### src/rtl/axi4_stream_pkt_shift_if.sv
`default_nettype none
// ============================================================================
//  Module   : axi4_stream_if
//  Purpose  : AXI4-Stream bundle (tvalid/tready handshake, byte-lane tdata
//             with tkeep/tstrb qualifiers, tlast and tid/tdest/tuser sideband).
//  Modports : master - drives payload and tvalid, samples tready
//             slave  - samples payload and tvalid, drives tready
//  Revision : 1.0 - initial release
// ============================================================================
interface axi4_stream_if #(
  parameter int DATA_WIDTH = 32,
  parameter int ID_WIDTH   = 1,
  parameter int DEST_WIDTH = 1,
  parameter int USER_WIDTH = 1
);
  logic                    tvalid;
  logic                    tready;
  logic [DATA_WIDTH-1:0]   tdata;
  logic [DATA_WIDTH/8-1:0] tkeep;
  logic [DATA_WIDTH/8-1:0] tstrb;
  logic                    tlast;
  logic [ID_WIDTH-1:0]     tid;
  logic [DEST_WIDTH-1:0]   tdest;
  logic [USER_WIDTH-1:0]   tuser;

  modport master (
    output tvalid, tdata, tkeep, tstrb, tlast, tid, tdest, tuser,
    input  tready
  );

  modport slave (
    input  tvalid, tdata, tkeep, tstrb, tlast, tid, tdest, tuser,
    output tready
  );
endinterface
`default_nettype wire

### src/rtl/axi4_stream_pkt_shift.sv
`default_nettype none
// ============================================================================
//  Module   : axi4_stream_pkt_shift
//  Purpose  : Per-packet byte realignment of an AXI4-Stream. At the head of
//             each packet either inserts shift_i pad bytes (mode_i=0) or
//             strips shift_i leading bytes (mode_i=1), then repacks the rest
//             of the packet into full beats with a contiguous tail beat.
//  Ports    : clk_i    - clock
//             rst_n_i  - synchronous active-low reset
//             shift_i  - byte shift amount, sampled with the first beat
//             mode_i   - 0 insert pad bytes, 1 strip leading bytes
//             pkt_i    - AXI4-Stream slave (input packets)
//             pkt_o    - AXI4-Stream master (registered output packets)
//             drop_o   - one-cycle pulse when a packet is stripped entirely
//  Revision : 1.0 - initial release
// ============================================================================
module axi4_stream_pkt_shift #(
  parameter int         DATA_WIDTH     = 32,
  parameter int         ID_WIDTH       = 1,
  parameter int         DEST_WIDTH     = 1,
  parameter int         USER_WIDTH     = 1,
  parameter logic [7:0] PAD_BYTE       = 8'h00,
  parameter int         DATA_WIDTH_B   = DATA_WIDTH / 8,
  parameter int         DATA_WIDTH_B_W = $clog2(DATA_WIDTH_B)
) (
  input  logic                      clk_i,
  input  logic                      rst_n_i,
  input  logic [DATA_WIDTH_B_W-1:0] shift_i,
  input  logic                      mode_i,
  axi4_stream_if.slave              pkt_i,
  axi4_stream_if.master             pkt_o,
  output logic                      drop_o
);

  // Byte counts run up to 2*B-1 (carry of B-1 plus a full input beat).
  localparam int CNT_W   = DATA_WIDTH_B_W + 1;
  localparam int CARRY_W = DATA_WIDTH - 8;
  localparam int CAT_W   = 2 * DATA_WIDTH - 8;
  localparam int CAT_B   = 2 * DATA_WIDTH_B - 1;

  typedef enum logic [1:0] {
    IDLE  = 2'd0,
    BODY  = 2'd1,
    FLUSH = 2'd2
  } state_t;

  state_t r_state;
  state_t w_state_nxt;

  // Residual bytes not yet emitted, packed from lane 0 upward.
  logic [CARRY_W-1:0]      r_carry_data;
  logic [DATA_WIDTH_B-2:0] r_carry_strb;
  logic [CNT_W-1:0]        r_carry_cnt;

  logic [ID_WIDTH-1:0]     r_id;
  logic [DEST_WIDTH-1:0]   r_dest;
  logic [USER_WIDTH-1:0]   r_user;

  logic                    r_tvalid;
  logic                    r_tlast;
  logic [DATA_WIDTH-1:0]   r_tdata;
  logic [DATA_WIDTH_B-1:0] r_tkeep;
  logic [DATA_WIDTH_B-1:0] r_tstrb;
  logic [ID_WIDTH-1:0]     r_tid;
  logic [DEST_WIDTH-1:0]   r_tdest;
  logic [USER_WIDTH-1:0]   r_tuser;
  logic                    r_drop;

  logic                    w_out_free;
  logic                    w_in_ready;
  logic                    w_accept;
  logic                    w_first;
  logic [DATA_WIDTH_B-1:0] w_in_vld;
  logic [DATA_WIDTH-1:0]   w_in_data;
  logic [DATA_WIDTH_B-1:0] w_in_strb;
  logic [CNT_W-1:0]        w_in_cnt;
  logic [CAT_W-1:0]        w_in_ext;
  logic [CAT_B-1:0]        w_strb_ext;
  logic [CAT_W-1:0]        w_pad_vec;
  logic [CAT_W-1:0]        w_cat_data;
  logic [CAT_B-1:0]        w_cat_strb;
  logic [CNT_W-1:0]        w_cat_cnt;
  logic                    w_has_full;
  logic [ID_WIDTH-1:0]     w_id;
  logic [DEST_WIDTH-1:0]   w_dest;
  logic [USER_WIDTH-1:0]   w_user;

  function automatic logic [DATA_WIDTH_B-1:0] keep_mask(input logic [CNT_W-1:0] n);
    logic [DATA_WIDTH_B-1:0] m;
    m = '0;
    for (int i = 0; i < DATA_WIDTH_B; i++) begin
      m[i] = (CNT_W'(i) < n);
    end
    return m;
  endfunction

  // A new input beat can only be taken when the output register is free to
  // absorb whatever it produces; FLUSH owns the output register.
  assign w_out_free = !r_tvalid || pkt_o.tready;
  assign w_in_ready = rst_n_i && w_out_free && (r_state != FLUSH);
  assign w_accept   = pkt_i.tvalid && w_in_ready;
  assign w_first    = (r_state == IDLE);

  // Sidebands of the first beat go straight to the output; later beats reuse
  // the captured copy so mid-packet changes are ignored.
  assign w_id   = w_first ? pkt_i.tid   : r_id;
  assign w_dest = w_first ? pkt_i.tdest : r_dest;
  assign w_user = w_first ? pkt_i.tuser : r_user;

  // Input beat cleanup: invalid lanes are zeroed so that byte vectors can be
  // merged with a plain OR.
  always_comb begin
    w_in_vld  = pkt_i.tkeep | pkt_i.tstrb;
    w_in_strb = pkt_i.tstrb;
    w_in_cnt  = '0;
    w_in_data = '0;
    for (int i = 0; i < DATA_WIDTH_B; i++) begin
      if (w_in_vld[i]) begin
        w_in_cnt              = w_in_cnt + CNT_W'(1);
        w_in_data[8*i +: 8]   = pkt_i.tdata[8*i +: 8];
      end
    end
  end

  // Build the combined byte stream "carry then this beat" (or, for a first
  // beat, the head-modified beat) and count its valid bytes.
  always_comb begin
    w_in_ext   = {{(DATA_WIDTH-8){1'b0}}, w_in_data};
    w_strb_ext = {{(DATA_WIDTH_B-1){1'b0}}, w_in_strb};
    w_pad_vec  = '0;
    for (int i = 0; i < DATA_WIDTH_B; i++) begin
      if (CNT_W'(i) < CNT_W'(shift_i)) begin
        w_pad_vec[8*i +: 8] = PAD_BYTE;
      end
    end
    if (w_first && !mode_i) begin
      w_cat_data = (w_in_ext << {shift_i, 3'b000}) | w_pad_vec;
      w_cat_strb = w_strb_ext << shift_i;
      w_cat_cnt  = CNT_W'(shift_i) + w_in_cnt;
    end else if (w_first) begin
      w_cat_data = w_in_ext >> {shift_i, 3'b000};
      w_cat_strb = w_strb_ext >> shift_i;
      w_cat_cnt  = (w_in_cnt > CNT_W'(shift_i)) ? (w_in_cnt - CNT_W'(shift_i)) : '0;
    end else begin
      w_cat_data = (w_in_ext << {r_carry_cnt, 3'b000}) | {{DATA_WIDTH{1'b0}}, r_carry_data};
      w_cat_strb = (w_strb_ext << r_carry_cnt) | {{DATA_WIDTH_B{1'b0}}, r_carry_strb};
      w_cat_cnt  = r_carry_cnt + w_in_cnt;
    end
    w_has_full = (w_cat_cnt >= CNT_W'(DATA_WIDTH_B));
  end

  always_comb begin
    w_state_nxt = r_state;
    case (r_state)
      IDLE, BODY: begin
        if (w_accept) begin
          if (!pkt_i.tlast) begin
            w_state_nxt = BODY;
          end else if (w_cat_cnt > CNT_W'(DATA_WIDTH_B)) begin
            w_state_nxt = FLUSH;
          end else begin
            w_state_nxt = IDLE;
          end
        end
      end
      FLUSH: begin
        if (w_out_free) begin
          w_state_nxt = IDLE;
        end
      end
      default: w_state_nxt = IDLE;
    endcase
  end

  always_ff @(posedge clk_i) begin
    if (!rst_n_i) begin
      r_state <= IDLE;
    end else begin
      r_state <= w_state_nxt;
    end
  end

  always_ff @(posedge clk_i) begin
    if (!rst_n_i) begin
      r_carry_data <= '0;
      r_carry_strb <= '0;
      r_carry_cnt  <= '0;
      r_id         <= '0;
      r_dest       <= '0;
      r_user       <= '0;
      r_tvalid     <= 1'b0;
      r_tlast      <= 1'b0;
      r_tdata      <= '0;
      r_tkeep      <= '0;
      r_tstrb      <= '0;
      r_tid        <= '0;
      r_tdest      <= '0;
      r_tuser      <= '0;
      r_drop       <= 1'b0;
    end else begin
      r_drop <= 1'b0;
      if (w_out_free) begin
        r_tvalid <= 1'b0;
      end
      if (w_accept) begin
        if (w_first) begin
          r_id   <= pkt_i.tid;
          r_dest <= pkt_i.tdest;
          r_user <= pkt_i.tuser;
        end
        if (w_has_full) begin
          // A full beat is available; anything above it becomes the carry.
          r_tvalid     <= 1'b1;
          r_tlast      <= pkt_i.tlast && (w_cat_cnt == CNT_W'(DATA_WIDTH_B));
          r_tdata      <= w_cat_data[DATA_WIDTH-1:0];
          r_tkeep      <= '1;
          r_tstrb      <= w_cat_strb[DATA_WIDTH_B-1:0];
          r_tid        <= w_id;
          r_tdest      <= w_dest;
          r_tuser      <= w_user;
          r_carry_data <= w_cat_data[DATA_WIDTH +: CARRY_W];
          r_carry_strb <= w_cat_strb[DATA_WIDTH_B +: (DATA_WIDTH_B-1)];
          r_carry_cnt  <= w_cat_cnt - CNT_W'(DATA_WIDTH_B);
        end else if (pkt_i.tlast) begin
          // Short tail: emit it, or report a fully stripped packet.
          if (w_cat_cnt == '0) begin
            r_drop <= 1'b1;
          end else begin
            r_tvalid <= 1'b1;
            r_tlast  <= 1'b1;
            r_tdata  <= w_cat_data[DATA_WIDTH-1:0];
            r_tkeep  <= keep_mask(w_cat_cnt);
            r_tstrb  <= w_cat_strb[DATA_WIDTH_B-1:0];
            r_tid    <= w_id;
            r_tdest  <= w_dest;
            r_tuser  <= w_user;
          end
          r_carry_data <= '0;
          r_carry_strb <= '0;
          r_carry_cnt  <= '0;
        end else begin
          // Not enough bytes for a beat yet; fewer than B bytes by definition.
          r_carry_data <= w_cat_data[CARRY_W-1:0];
          r_carry_strb <= w_cat_strb[DATA_WIDTH_B-2:0];
          r_carry_cnt  <= w_cat_cnt;
        end
      end else if ((r_state == FLUSH) && w_out_free) begin
        r_tvalid     <= 1'b1;
        r_tlast      <= 1'b1;
        r_tdata      <= {8'h00, r_carry_data};
        r_tkeep      <= keep_mask(r_carry_cnt);
        r_tstrb      <= {1'b0, r_carry_strb};
        r_tid        <= r_id;
        r_tdest      <= r_dest;
        r_tuser      <= r_user;
        r_carry_data <= '0;
        r_carry_strb <= '0;
        r_carry_cnt  <= '0;
      end
    end
  end

  assign pkt_i.tready = w_in_ready;
  assign pkt_o.tvalid = r_tvalid;
  assign pkt_o.tlast  = r_tlast;
  assign pkt_o.tdata  = r_tdata;
  assign pkt_o.tkeep  = r_tkeep;
  assign pkt_o.tstrb  = r_tstrb;
  assign pkt_o.tid    = r_tid;
  assign pkt_o.tdest  = r_tdest;
  assign pkt_o.tuser  = r_tuser;
  assign drop_o       = r_drop;

endmodule
`default_nettype wire
### src/flat_wrapper.sv
// flat-port wrapper written by rule: the top's interface ports become plain ports
module axi4_stream_pkt_shift_flat 
#(
  parameter int         DATA_WIDTH     = 32,
  parameter int         ID_WIDTH       = 1,
  parameter int         DEST_WIDTH     = 1,
  parameter int         USER_WIDTH     = 1,
  parameter logic [7:0] PAD_BYTE       = 8'h00,
  parameter int         DATA_WIDTH_B   = DATA_WIDTH / 8,
  parameter int         DATA_WIDTH_B_W = $clog2(DATA_WIDTH_B)
)
  (clk_i, rst_n_i, shift_i, mode_i, drop_o, pkt_i_tvalid, pkt_i_tdata, pkt_i_tkeep, pkt_i_tstrb, pkt_i_tlast, pkt_i_tid, pkt_i_tdest, pkt_i_tuser, pkt_i_tready, pkt_o_tvalid, pkt_o_tdata, pkt_o_tkeep, pkt_o_tstrb, pkt_o_tlast, pkt_o_tid, pkt_o_tdest, pkt_o_tuser, pkt_o_tready);
  axi4_stream_if #(.DATA_WIDTH(DATA_WIDTH), .ID_WIDTH(ID_WIDTH), .DEST_WIDTH(DEST_WIDTH), .USER_WIDTH(USER_WIDTH)) pkt_i_i ();
  axi4_stream_if #(.DATA_WIDTH(DATA_WIDTH), .ID_WIDTH(ID_WIDTH), .DEST_WIDTH(DEST_WIDTH), .USER_WIDTH(USER_WIDTH)) pkt_o_i ();
  input  logic clk_i;
  input  logic rst_n_i;
  input  logic [DATA_WIDTH_B_W-1:0] shift_i;
  input  logic mode_i;
  output logic drop_o;
  input wire logic [$bits(pkt_i_i.tvalid)-1:0] pkt_i_tvalid;
  input wire logic [$bits(pkt_i_i.tdata)-1:0] pkt_i_tdata;
  input wire logic [$bits(pkt_i_i.tkeep)-1:0] pkt_i_tkeep;
  input wire logic [$bits(pkt_i_i.tstrb)-1:0] pkt_i_tstrb;
  input wire logic [$bits(pkt_i_i.tlast)-1:0] pkt_i_tlast;
  input wire logic [$bits(pkt_i_i.tid)-1:0] pkt_i_tid;
  input wire logic [$bits(pkt_i_i.tdest)-1:0] pkt_i_tdest;
  input wire logic [$bits(pkt_i_i.tuser)-1:0] pkt_i_tuser;
  output wire logic [$bits(pkt_i_i.tready)-1:0] pkt_i_tready;
  output wire logic [$bits(pkt_o_i.tvalid)-1:0] pkt_o_tvalid;
  output wire logic [$bits(pkt_o_i.tdata)-1:0] pkt_o_tdata;
  output wire logic [$bits(pkt_o_i.tkeep)-1:0] pkt_o_tkeep;
  output wire logic [$bits(pkt_o_i.tstrb)-1:0] pkt_o_tstrb;
  output wire logic [$bits(pkt_o_i.tlast)-1:0] pkt_o_tlast;
  output wire logic [$bits(pkt_o_i.tid)-1:0] pkt_o_tid;
  output wire logic [$bits(pkt_o_i.tdest)-1:0] pkt_o_tdest;
  output wire logic [$bits(pkt_o_i.tuser)-1:0] pkt_o_tuser;
  input wire logic [$bits(pkt_o_i.tready)-1:0] pkt_o_tready;
  assign pkt_i_i.tvalid = pkt_i_tvalid;
  assign pkt_i_i.tdata = pkt_i_tdata;
  assign pkt_i_i.tkeep = pkt_i_tkeep;
  assign pkt_i_i.tstrb = pkt_i_tstrb;
  assign pkt_i_i.tlast = pkt_i_tlast;
  assign pkt_i_i.tid = pkt_i_tid;
  assign pkt_i_i.tdest = pkt_i_tdest;
  assign pkt_i_i.tuser = pkt_i_tuser;
  assign pkt_i_tready = pkt_i_i.tready;
  assign pkt_o_tvalid = pkt_o_i.tvalid;
  assign pkt_o_tdata = pkt_o_i.tdata;
  assign pkt_o_tkeep = pkt_o_i.tkeep;
  assign pkt_o_tstrb = pkt_o_i.tstrb;
  assign pkt_o_tlast = pkt_o_i.tlast;
  assign pkt_o_tid = pkt_o_i.tid;
  assign pkt_o_tdest = pkt_o_i.tdest;
  assign pkt_o_tuser = pkt_o_i.tuser;
  assign pkt_o_i.tready = pkt_o_tready;
  axi4_stream_pkt_shift #(.DATA_WIDTH(DATA_WIDTH), .ID_WIDTH(ID_WIDTH), .DEST_WIDTH(DEST_WIDTH), .USER_WIDTH(USER_WIDTH), .PAD_BYTE(PAD_BYTE), .DATA_WIDTH_B(DATA_WIDTH_B), .DATA_WIDTH_B_W(DATA_WIDTH_B_W)) u_core (.clk_i(clk_i), .rst_n_i(rst_n_i), .shift_i(shift_i), .mode_i(mode_i), .pkt_i(pkt_i_i), .pkt_o(pkt_o_i), .drop_o(drop_o));
endmodule
### config.mk
export PLATFORM = sky130hd
export DESIGN_NAME = axi4_stream_pkt_shift_flat
export DESIGN_NICKNAME = d
export VERILOG_FILES = /design/src/rtl/axi4_stream_pkt_shift_if.sv /design/src/rtl/axi4_stream_pkt_shift.sv /design/src/flat_wrapper.sv
export SDC_FILE = /design/constraint.sdc
export NUM_CORES = 1
export LEC_CHECK = 0
export CAP_MARGIN = 40
export CORE_MARGIN = 5
export CORE_UTILIZATION = 28
export DETAILED_ROUTE_END_ITERATION = 8
export PLACE_DENSITY = 0.56
export RECOVER_POWER = 25
export SLEW_MARGIN = 20
export SYNTH_ARGS = -nofsm -noshare
export SYNTH_HDL_FRONTEND = slang
export SYNTH_SLANG_ARGS = --single-unit
### constraint.sdc
create_clock -name clk_i -period 11.81 [get_ports clk_i]
set_input_delay 2.362 -clock clk_i [delete_from_list [all_inputs] [get_ports clk_i]]
set_output_delay 2.362 -clock clk_i [all_outputs]
set_load 0.02 [all_outputs]
==> reports/qor.csv, run 1 <==
metric,value,unit
p_seq_share,27.5,%
switching_share,42.7,%
overflow,0,
first_global_vias,8723,
grt_usage,22.9,%
ant_nets,0,
synth_nets,1082,
worstSetupStartpointType,input port,
clock-root-buffer,clkbuf_16,
finClkSkew,0.0127,ns
hp-class,flip-flop to flip-flop,
die_width,174,um
ys_top_cells_by_area,"dfxtp_1 21%, mux2i_1 10%, o21ai_0 6.4%, nand2_1 5.6%, clkbuf_1 3.6%",
routed_wl,36.3,mm
synth_top_area_share,21.4,%
critPathKind,input port to flip-flop,
post_cts_resized,0,
drc,0,
drt-pass1-iter-count,7,
clk_pin_slew,0.07,ns
nNetsFinal,1122,
htreeDepth,3,
ys_ff_latch,81,
holdPathEnd,u_core.pkt_o.tdata[12],
p_comb_share,45.6,%
synth.distinct_cells,81,
worstReg2RegStart,u_core.r_carry_cnt[1],
yosysTopAreaCell,dfxtp_1,
place_congestion,1.00,
antenna_cells,0,
async_flop_share,0,%
cp_max_fo,34,
power,1130,uW
die_h,174,um
postSynthAreaPerCell,7.42,sq um
grt_antenna_before_repair,1,
hold-path-cell-count,2,
tightest_slew,0.876,ns
yosys_most_used_dff,dfxtp_1,
worst-r2r-setup-slack,8.06,ns
synth_edf_count,0,
post_cts_buffers,0,
hold_viol,0,
viasPerCell,6.41,
dr.first_iter.drc_count,1083,
vdd.ir_drop.worst,0.0000886,V
ios,98,
pwr-share-clk,26.9,%
syn_area,0.00756,sq mm
maxCapViolations,0,
final.setup.tns,0,ns
min-delay-start,u_core.pkt_o.tdata[12],
fin_crit,7.40,ns
grt_pass1_wl,54.9,mm
clock_sinks,81,
die-area,0.0304,sq mm
intPower,649,uW
final_common_cell,nand2_1,
layout-drive-gt1-share,8.92,%
cts.path.max_buffers,2,
rsz0062_at_grt,false,
grt_start_max_net_pins,61,
report.final.slew_viol_count,0,
wl_per_cell,25.8,um
final_cell_mix,"112 x nand2_1, 96 x o21ai_0, 80 x dfxtp_1, 78 x mux2i_1, 71 x nor2_1",
reg2regPathDepth,10,
num_vias,9012,
end_kind,flip-flop,
tritoncts,built,
required,12.06,ns
fin_crit_sh,62.6,%
dp_hpwl,25.2,mm
fill_cells,2842,
regToRegEndpoint,u_core.pkt_o.tdest,
arrival,7.65,ns
timing.fmax,135,MHz
coreArea,0.0268,sq mm
slew_headroom,41.0,%
powerDensity,124,mW/mm^2
power.switching,485,uW
synth.yosys.seq_area_share,21.4,%
io_buffers,97,
rows,60,
syn_to_final_growth,20.5,%
ys_warn_count,0,
syn-instance-count,1020,
power.leakage,0.00347,uW
cts_inserted_buffers,9,
start_util,28.2,%
clk_latency,0.36,ns
setup_viol,0,
outcome,"finished, final reports clean",
postCtsHoldBufs,0,
[final cells by class]
class	count	area (sq um)	share of cell area, %
timing repair buffer	132	1240	13.6
multi-input combinational	819	5450	59.8
inverter	17	63.8	0.700
clock inverter	6	72.6	0.796
sequential	81	1620	17.8
clock buffer	10	239	2.62
tap	341	427	4.68
[per-stage QoR]
stage	setup WS [ns]	cells	hold WS, ns	instance area (sq um)	utilization (%)
after floorplan	5.78	1020	0.451	7560	-
after CTS	4.42	1401	0.463	9070	33.8
after global routing	4.24	1406	0.476	9120	34.0
after detailed placement	4.04	1385	0.454	8760	32.7
final	4.41	1406	0.455	9120	34.0
after global placement	4.18	1381	0.446	8720	32.5
[worst max-delay path, stage by stage]
cell             delay (ns)
clkdlybuf4s50_1        0.78
or2_2                  0.52
ha_1                   0.33
xnor2_1                0.27
ha_1                   0.28
mux2_2                 0.31
ha_1                   0.31
nor2_1                 0.11
o22ai_1                0.15
o211a_1                0.30
nor3_4                 0.73
buf_4                  0.41
a211oi_4               0.09
buf_4                  0.30
mux2_1                 0.37
[sequential cells by signal (all words and copies together) (netlist names), named ones only]
register / count
u_core.pkt_o.tstrb: 4
u_core.r_user: 1
u_core.r_carry_cnt: 3
u_core.r_carry_strb: 3
u_core.pkt_o.tdata: 32
u_core.pkt_o.tid: 1
u_core.pkt_o.tkeep: 4
u_core.r_id: 1
u_core.pkt_o.tdest: 1
u_core.r_state: 2
u_core.drop_o: 1
u_core.pkt_o.tuser: 1
u_core.r_carry_data: 24
u_core.r_dest: 1
u_core.pkt_o.tlast: 1
[routing by layer]
layer,global-route usage (%),vias up,share of wire (%)
li1,-,3995,-
met1,31.3,4241,42
met2,35.0,669,43
met3,5.22,105,11
met4,8.74,2,3.8
met5,0,-,0.019
[cells in the mapped netlist, types with 4 or more instances]
master,count
o2111ai_1,7
a222oi_1,8
inv_1,14
nand3_1,24
a32oi_1,26
o211ai_1,23
a211o_1,4
ha_1,8
o21ai_0,96
and2_1,10
nor2b_1,7
clkbuf_1,72
o22a_1,4
or3_1,6
o22ai_1,38
a22o_1,8
nor2_1,71
mux2i_1,78
o21ba_2,4
nor4_1,5
or2_2,4
nand2b_1,12
a221oi_1,13
a211oi_1,9
o221ai_1,9
buf_1,9
dfxtp_1,81
buf_2,17
a31oi_1,20
mux2_2,11
a31o_2,4
a21o_1,6
a221o_1,4
nand2_1,112
o2bb2ai_1,12
a22oi_1,26
o21ai_1,7
nand4_1,6
nor3_1,17
and3_1,17
a21oi_1,42
o21a_1,7
[power by group through the flow]
stage / combinational, uW / sequential, uW / clock (uW)
after floorplan: 314 / 332 / 0
after global placement: 498 / 318 / 0
after detailed placement: 502 / 318 / 0
after CTS: 505 / 312 / 310
after global routing: 545 / 314 / 319
final: 517 / 312 / 305
[how the worst max path moves through the flow]
| stage | start | end | slack, ns | depth (start not counted) |
|---|---|---|---|---|
| global route | pkt_i_tstrb[0] | u_core.pkt_o.tdest | 4.24 | 15 |
| CTS | pkt_i_tstrb[1] | u_core.pkt_o.tid | 4.42 | 15 |
| global placement | pkt_i_tstrb[1] | u_core.pkt_o.tdest | 4.18 | 15 |
| detailed placement | pkt_i_tstrb[1] | u_core.pkt_o.tid | 4.04 | 15 |
| finish | pkt_i_tstrb[0] | u_core.pkt_o.tdest | 4.41 | 15 |
| floorplan | pkt_i_tstrb[1] | u_core.pkt_o.tdest | 5.78 | 15 |
[kinds of logic after synthesis]
group                      Yosys count  share of synthesized area (%)
muxes                               93                           12.6
xor gates and xnor gates             5                          0.860
and+or+nand+nor                    302                           18.6
DFF                                 81                           21.4
AOI/OAI and AO/OA                  408                           37.7
buffers and inverters              120                           6.63
adders and majority gates           11                           2.12
(Power assumes the default switching activity.)
==> run 2, diff against run 1 <==
- clock period: 11.81 -> 7.5 ns (I/O delays scaled with it)
==> run 2 against run 1 <==
Net effect:
- first-iteration DRC count grew 3.7%
- flip-flop and latch count is the same
- combinational power increased by 58%
- die area is the same
- sequential power rose by 57%
- critical path type unchanged
- largest power group unchanged
==> reports/qor.csv, run 2 (synthesis gave the netlist of run 1 again) <==
metric,value,unit,change
fill_cells,2854,,was 2842
grt_start_max_net_pins,61,,unchanged
ios,98,,unchanged
path_cells,clkdlybuf4s50_1 -> or2_2 -> ha_1 -> xnor2_1 -> xor2_1 -> ha_1 -> inv_1 -> fa_1 -> xor2_1 -> xnor3_1 -> o32ai_2 -> nor3_4 -> buf_4 -> a211oi_4 -> buf_4 -> mux2i_1,,was clkdlybuf4s50_1 -> or2_2 -> ha_1 -> xnor2_1 -> ha_1 -> mux2_2 -> ha_1 -> nor2_1 -> o22ai_1 -> o211a_1 -> nor3_4 -> buf_4 -> a211oi_4 -> buf_4 -> mux2_1
die_width,174,um,unchanged
vdd.ir_drop.worst,0.000129,V,was 0.0000886 V
ant_nets,0,,unchanged
timing.hold.ws,0.454,ns,was 0.455 ns
dp_hpwl,25.4,mm,was 25.2 mm
powerDensity,197,mW/mm^2,was 124 mW/mm^2
final_common_cell,nand2_1,,unchanged
tightest_slew,0.903,ns,was 0.876 ns
die-area,0.0304,sq mm,unchanged
power,1800,uW,was 1130 uW
overflow,0,,unchanged
hold_viol,0,,unchanged
clock-root-buffer,clkbuf_16,,unchanged
viasPerCell,6.43,,was 6.41
slew_headroom,39.1,%,was 41.0%
first_global_vias,8653,,was 8723
rows,60,,unchanged
layout-drive-gt1-share,9.09,%,was 8.92%
end_kind,flip-flop,,unchanged
io_buffers,97,,unchanged
place_congestion,0.979,,was 1.00
htreeDepth,3,,unchanged
report.final.slew_viol_count,0,,unchanged
wl_per_cell,25.6,um,was 25.8 um
hold-path-cell-count,2,,unchanged
largest_reg_flops,32,,unchanged
cp_slowest_cell,clkdlybuf4s50_1,,unchanged
final.setup.tns,0,ns,unchanged
setup_viol,0,,unchanged
drc,0,,unchanged
nNetsFinal,1124,,was 1122
rsz0062_at_grt,false,,unchanged
final_cell_mix,"112 x nand2_1, 96 x o21ai_0, 80 x dfxtp_1, 78 x mux2i_1, 71 x nor2_1",,unchanged
start_util,28.2,%,unchanged
critPathKind,input port to flip-flop,,unchanged
path_buf_inv,4,,was 3
routed_wl,36.0,mm,was 36.3 mm
cts.path.max_buffers,2,,unchanged
cts_inserted_buffers,9,,unchanged
drt-pass1-iter-count,6,,was 7
fin_crit_sh,81.5,%,
reg2regPathDepth,10,,unchanged
antenna_cells,0,,unchanged
num_vias,9049,,was 9012
tritoncts,built,,unchanged
clock_sinks,81,,unchanged
die_h,174,um,unchanged
grt_pass1_wl,54.0,mm,was 54.9 mm
dr.first_iter.drc_count,1123,,was 1083
outcome,"finished, final reports clean",,unchanged
maxCapViolations,0,,unchanged
cp_max_fo,30,,was 34
arrival,6.40,ns,was 7.65 ns
crit_cells,16,,was 15
fin_crit,6.11,ns,
critPathMaxStageDelay,0.77,ns,was 0.78 ns
power.leakage,0.00351,uW,was 0.00347 uW
grt_usage,22.6,%,was 22.9%
clk_pin_slew,0.07,ns,about the same
finClkSkew,0.0139,ns,was 0.0127 ns
post_cts_resized,0,,unchanged
clk_latency,0.37,ns,was 0.36 ns
coreArea,0.0268,sq mm,unchanged
syn_to_final_growth,21.1,%,was 20.5%
post_cts_buffers,0,,unchanged
postCtsHoldBufs,0,,unchanged
worstSetupStartpointType,input port,,unchanged
timing.fmax,164,MHz,
grt_antenna_before_repair,0,,was 1
hp-class,flip-flop to flip-flop,,unchanged
required,7.79,ns,was 12.06 ns
critical-path-top-delay-family,buffers and inverters,,unchanged
[run 2: cell types whose count changed in the layout (fill, tap and decap cells not counted), sizes merged]
cell	delta
inv	+3
buf	+2
clkinv	-1
clkbuf	-1
clkinvlp	-1
[run 2: power breakdown]
group / internal (uW) / switching, uW / total, uW / leakage (uW)
Clock: 268 / 224 / 493 / 0.000156
Combinational: 291 / 527 / 818 / 0.00269
Sequential: 467 / 23.6 / 490 / 0.000658
Total: 1030 / 775 / 1800 / 0.00351
[run 2: layout make-up]
| class | instances | area [sq um] | area share [%] |
|---|---|---|---|
| Timing Repair Buffer | 134 | 1280 | 14.0 |
| Tap cell | 341 | 427 | 4.66 |
| Multi-Input combinational cell | 819 | 5450 | 59.5 |
| Clock buffer | 9 | 225 | 2.46 |
| Inverter | 17 | 63.8 | 0.697 |
| Sequential cell | 81 | 1620 | 17.7 |
| Clock inverter | 7 | 92.6 | 1.01 |
[run 2: worst paths after layout]
check                                            start                endpoint  slack [ns]
worst max register to register   u_core.r_carry_cnt[1]  u_core.pkt_o.tdata[29]        4.06
worst min-delay path            u_core.pkt_o.tdata[17]  u_core.pkt_o.tdata[17]        0.45
worst min register to register  u_core.pkt_o.tdata[17]  u_core.pkt_o.tdata[17]        0.45
worst max-delay path                    pkt_i_tstrb[0]  u_core.pkt_o.tdata[29]        1.39
[run 2: per-layer routing]
metal	global-route usage (%)	vias up	wire length (um)
li1	-	4008	-
met1	30.9	4329	15400
met2	34.8	606	15700
met3	4.98	106	3510
met4	8.91	0	1470
met5	0	-	0
[run 2: worst register-to-register path: cells and delay by family, from the launching register on]
kind | cells | cell delay [ns]
XOR/XNOR | 2 | 0.40
AND/OR/NAND/NOR | 1 | 0.06
adder cells (fa/ha/maj) | 1 | 0.57
flip-flops | 1 | 0.33
multiplexers | 1 | 0.29
buffers and inverters | 3 | 1.10
AO/OA/AOI/OAI | 2 | 0.63
[run 2: per-stage QoR]
stage,instances,area [sq um],util [%],setup WS (ns)
floorplan,1020,7560,-,2.33
global placement,1383,8740,32.6,1.25
detailed placement,1390,8820,32.9,1.05
finish,1408,9160,34.2,1.39
global route,1408,9160,34.2,1.13
CTS,1406,9140,34.1,1.46
==> run 3, diff against run 2 <==
- clock period: 7.5 -> 6.2 ns (I/O delays scaled with it)
==> run 3 against run 2 <==
Net effect:
- combinational power grew 21%
- clock-buffer cell count is the same
- final cell count grew 0.21%
- largest power group unchanged
- sequential power grew 21%
- sequential share of layout area is essentially flat
- routed wire length shrank 1.6%
- via count shrank 0.95%
- critical path depth shrank 1
==> reports/qor.csv, run 3 (synthesis gave the netlist of run 1 again) <==
metric,value,unit,change
cp_slowest_cell,fa_1,,was clkdlybuf4s50_1
fin_crit,5.12,ns,
worst-r2r-setup-slack,3.10,ns,was 4.06 ns
powerDensity,236,mW/mm^2,was 197 mW/mm^2
required,6.48,ns,was 7.79 ns
hold_viol,0,,unchanged
die-area,0.0304,sq mm,unchanged
cp_max_fo,29,,was 30
post_cts_resized,0,,unchanged
holdPathEnd,u_core.pkt_o.tdata[25],,was u_core.pkt_o.tdata[17]
critPathMaxStageDelay,0.42,ns,was 0.77 ns
tightest_slew,0.846,ns,was 0.903 ns
grt_usage,22.4,%,was 22.6%
largest_reg_flops,32,,unchanged
tritoncts,built,,unchanged
cts_inserted_buffers,9,,unchanged
syn_to_final_growth,21.2,%,was 21.1%
clk_pin_slew,0.06,ns,was 0.07 ns
place_congestion,0.980,,was 0.979
grt_pass1_wl,53.8,mm,was 54.0 mm
outcome,"finished, final reports clean",,unchanged
setup_viol,0,,unchanged
postCtsHoldBufs,0,,unchanged
maxCapViolations,0,,unchanged
nNetsFinal,1127,,was 1124
drc,0,,unchanged
layout-drive-gt1-share,9.25,%,was 9.09%
clk_latency,0.36,ns,was 0.37 ns
min-delay-start,u_core.pkt_o.tdata[25],,was u_core.pkt_o.tdata[17]
drt-pass1-iter-count,6,,unchanged
timing.fmax,195,MHz,
wl_per_cell,25.1,um,was 25.6 um
fill_cells,2795,,was 2854
placed_area,0.00885,sq mm,was 0.00882 sq mm
final.setup.tns,0,ns,unchanged
critPathKind,input port to flip-flop,,unchanged
rows,60,,unchanged
die_h,174,um,unchanged
arrival,5.40,ns,was 6.40 ns
htreeDepth,3,,unchanged
fin_crit_sh,82.5,%,
hold-path-cell-count,2,,unchanged
rsz0062_at_grt,false,,unchanged
io_buffers,97,,unchanged
final_common_cell,nand2_1,,unchanged
final_cell_mix,"112 x nand2_1, 96 x o21ai_0, 80 x dfxtp_1, 78 x mux2i_1, 71 x nor2_1",,unchanged
ios,98,,unchanged
report.final.slew_viol_count,0,,unchanged
worstSetupStartpointType,input port,,unchanged
finClkSkew,0.00941,ns,was 0.0139 ns
vdd.ir_drop.worst,0.000158,V,was 0.000129 V
antenna_cells,0,,unchanged
power,2170,uW,was 1800 uW
die_width,174,um,unchanged
worstReg2RegStart,u_core.r_carry_cnt[0],,was u_core.r_carry_cnt[1]
first_global_vias,8593,,was 8653
overflow,0,,unchanged
grt_start_max_net_pins,59,,was 61
num_vias,8963,,was 9049
power.leakage,0.00351,uW,about the same
reg2regPathDepth,7,,was 10
regToRegEndpoint,u_core.r_carry_data[18],,was u_core.pkt_o.tdata[29]
end_kind,flip-flop,,unchanged
ant_nets,0,,unchanged
dp_hpwl,24.7,mm,was 25.4 mm
clock_sinks,81,,unchanged
post_cts_buffers,0,,unchanged
slew_headroom,43.0,%,was 39.1%
routed_wl,35.5,mm,was 36.0 mm
start_util,28.2,%,unchanged
hp-class,flip-flop to flip-flop,,unchanged
final_area,0.00917,sq mm,was 0.00916 sq mm
viasPerCell,6.35,,was 6.43
dr.first_iter.drc_count,1356,,was 1123
coreArea,0.0268,sq mm,unchanged
clock-root-buffer,clkbuf_16,,unchanged
grt_antenna_before_repair,0,,unchanged
path_cells,clkdlybuf4s50_1 -> or2_2 -> ha_1 -> xnor2_1 -> xor2_1 -> inv_1 -> ha_1 -> inv_1 -> fa_1 -> a221oi_1 -> a31o_1 -> a21oi_2 -> a211oi_4 -> buf_12 -> mux2i_1,,was clkdlybuf4s50_1 -> or2_2 -> ha_1 -> xnor2_1 -> xor2_1 -> ha_1 -> inv_1 -> fa_1 -> xor2_1 -> xnor3_1 -> o32ai_2 -> nor3_4 -> buf_4 -> a211oi_4 -> buf_4 -> mux2i_1
cts.path.max_buffers,2,,unchanged
==> run 3: how the worst max path moves through the flow <==
stage | startpoint | to | slack (ns) | cells past startpoint
2_1_floorplan | pkt_i_tstrb[1] | u_core.pkt_o.tdest | 1.29 | 15
3_3_place_gp | pkt_i_tstrb[1] | u_core.pkt_o.tdata[27] | 0.83 | 15
3_5_place_dp | pkt_i_tstrb[1] | u_core.pkt_o.tdata[3] | 0.70 | 15
4_1_cts | pkt_i_tstrb[1] | u_core.pkt_o.tdata[3] | 1.06 | 15
5_1_grt | pkt_i_tstrb[1] | u_core.pkt_o.tdata[13] | 0.85 | 15
6_report | pkt_i_tstrb[1] | u_core.pkt_o.tdata[13] | 1.08 | 15
==> run 3: layout make-up <==
class                           instances  area, sq um  area share, %
Clock inverter                          7         81.3          0.887
Clock buffer                            9          225           2.46
Tap cell                              341          427           4.65
Sequential cell                        81         1620           17.7
Timing Repair Buffer                  137         1310           14.2
Multi-Input combinational cell        819         5450           59.4
Inverter                               17         63.8          0.696
==> run 3: per-stage QoR <==
stage                     hold slack (ns)  worst slack [ns]  instances  utilization (%)
after floorplan                     0.451              1.29       1020                -
after global placement              0.446             0.832       1389             32.8
after detailed placement            0.454             0.700       1394             33.0
after CTS                           0.464              1.06       1410             34.2
after global routing                0.476             0.849       1411             34.2
final                               0.456              1.08       1411             34.2
==> run 3: worst max-delay path: cells and delay by family <==
family / cells / cell delay [ns]
AO/OA/AOI/OAI: 4 / 1.15
adder cells (fa/ha/maj): 3 / 0.99
XOR/XNOR: 2 / 0.53
buffers and inverters: 4 / 0.85
multiplexers: 1 / 0.21
AND/OR/NAND/NOR: 1 / 0.38
==> run 3: layer usage <==
metal | up-vias | track usage [%] | part of all wire [%]
li1 | 4010 | - | -
met1 | 4201 | 30.6 | 41
met2 | 652 | 34.5 | 44
met3 | 100 | 4.70 | 11
met4 | 0 | 8.48 | 3.9
met5 | - | 0 | 0
==> run 3: report_power, final <==
group	switching (uW)	total (uW)	leakage [uW]	internal, uW
registers	29.8	594	0.000658	565
clock network	267	587	0.000153	320
logic	631	986	0.00270	356
total	928	2170	0.00351	1240
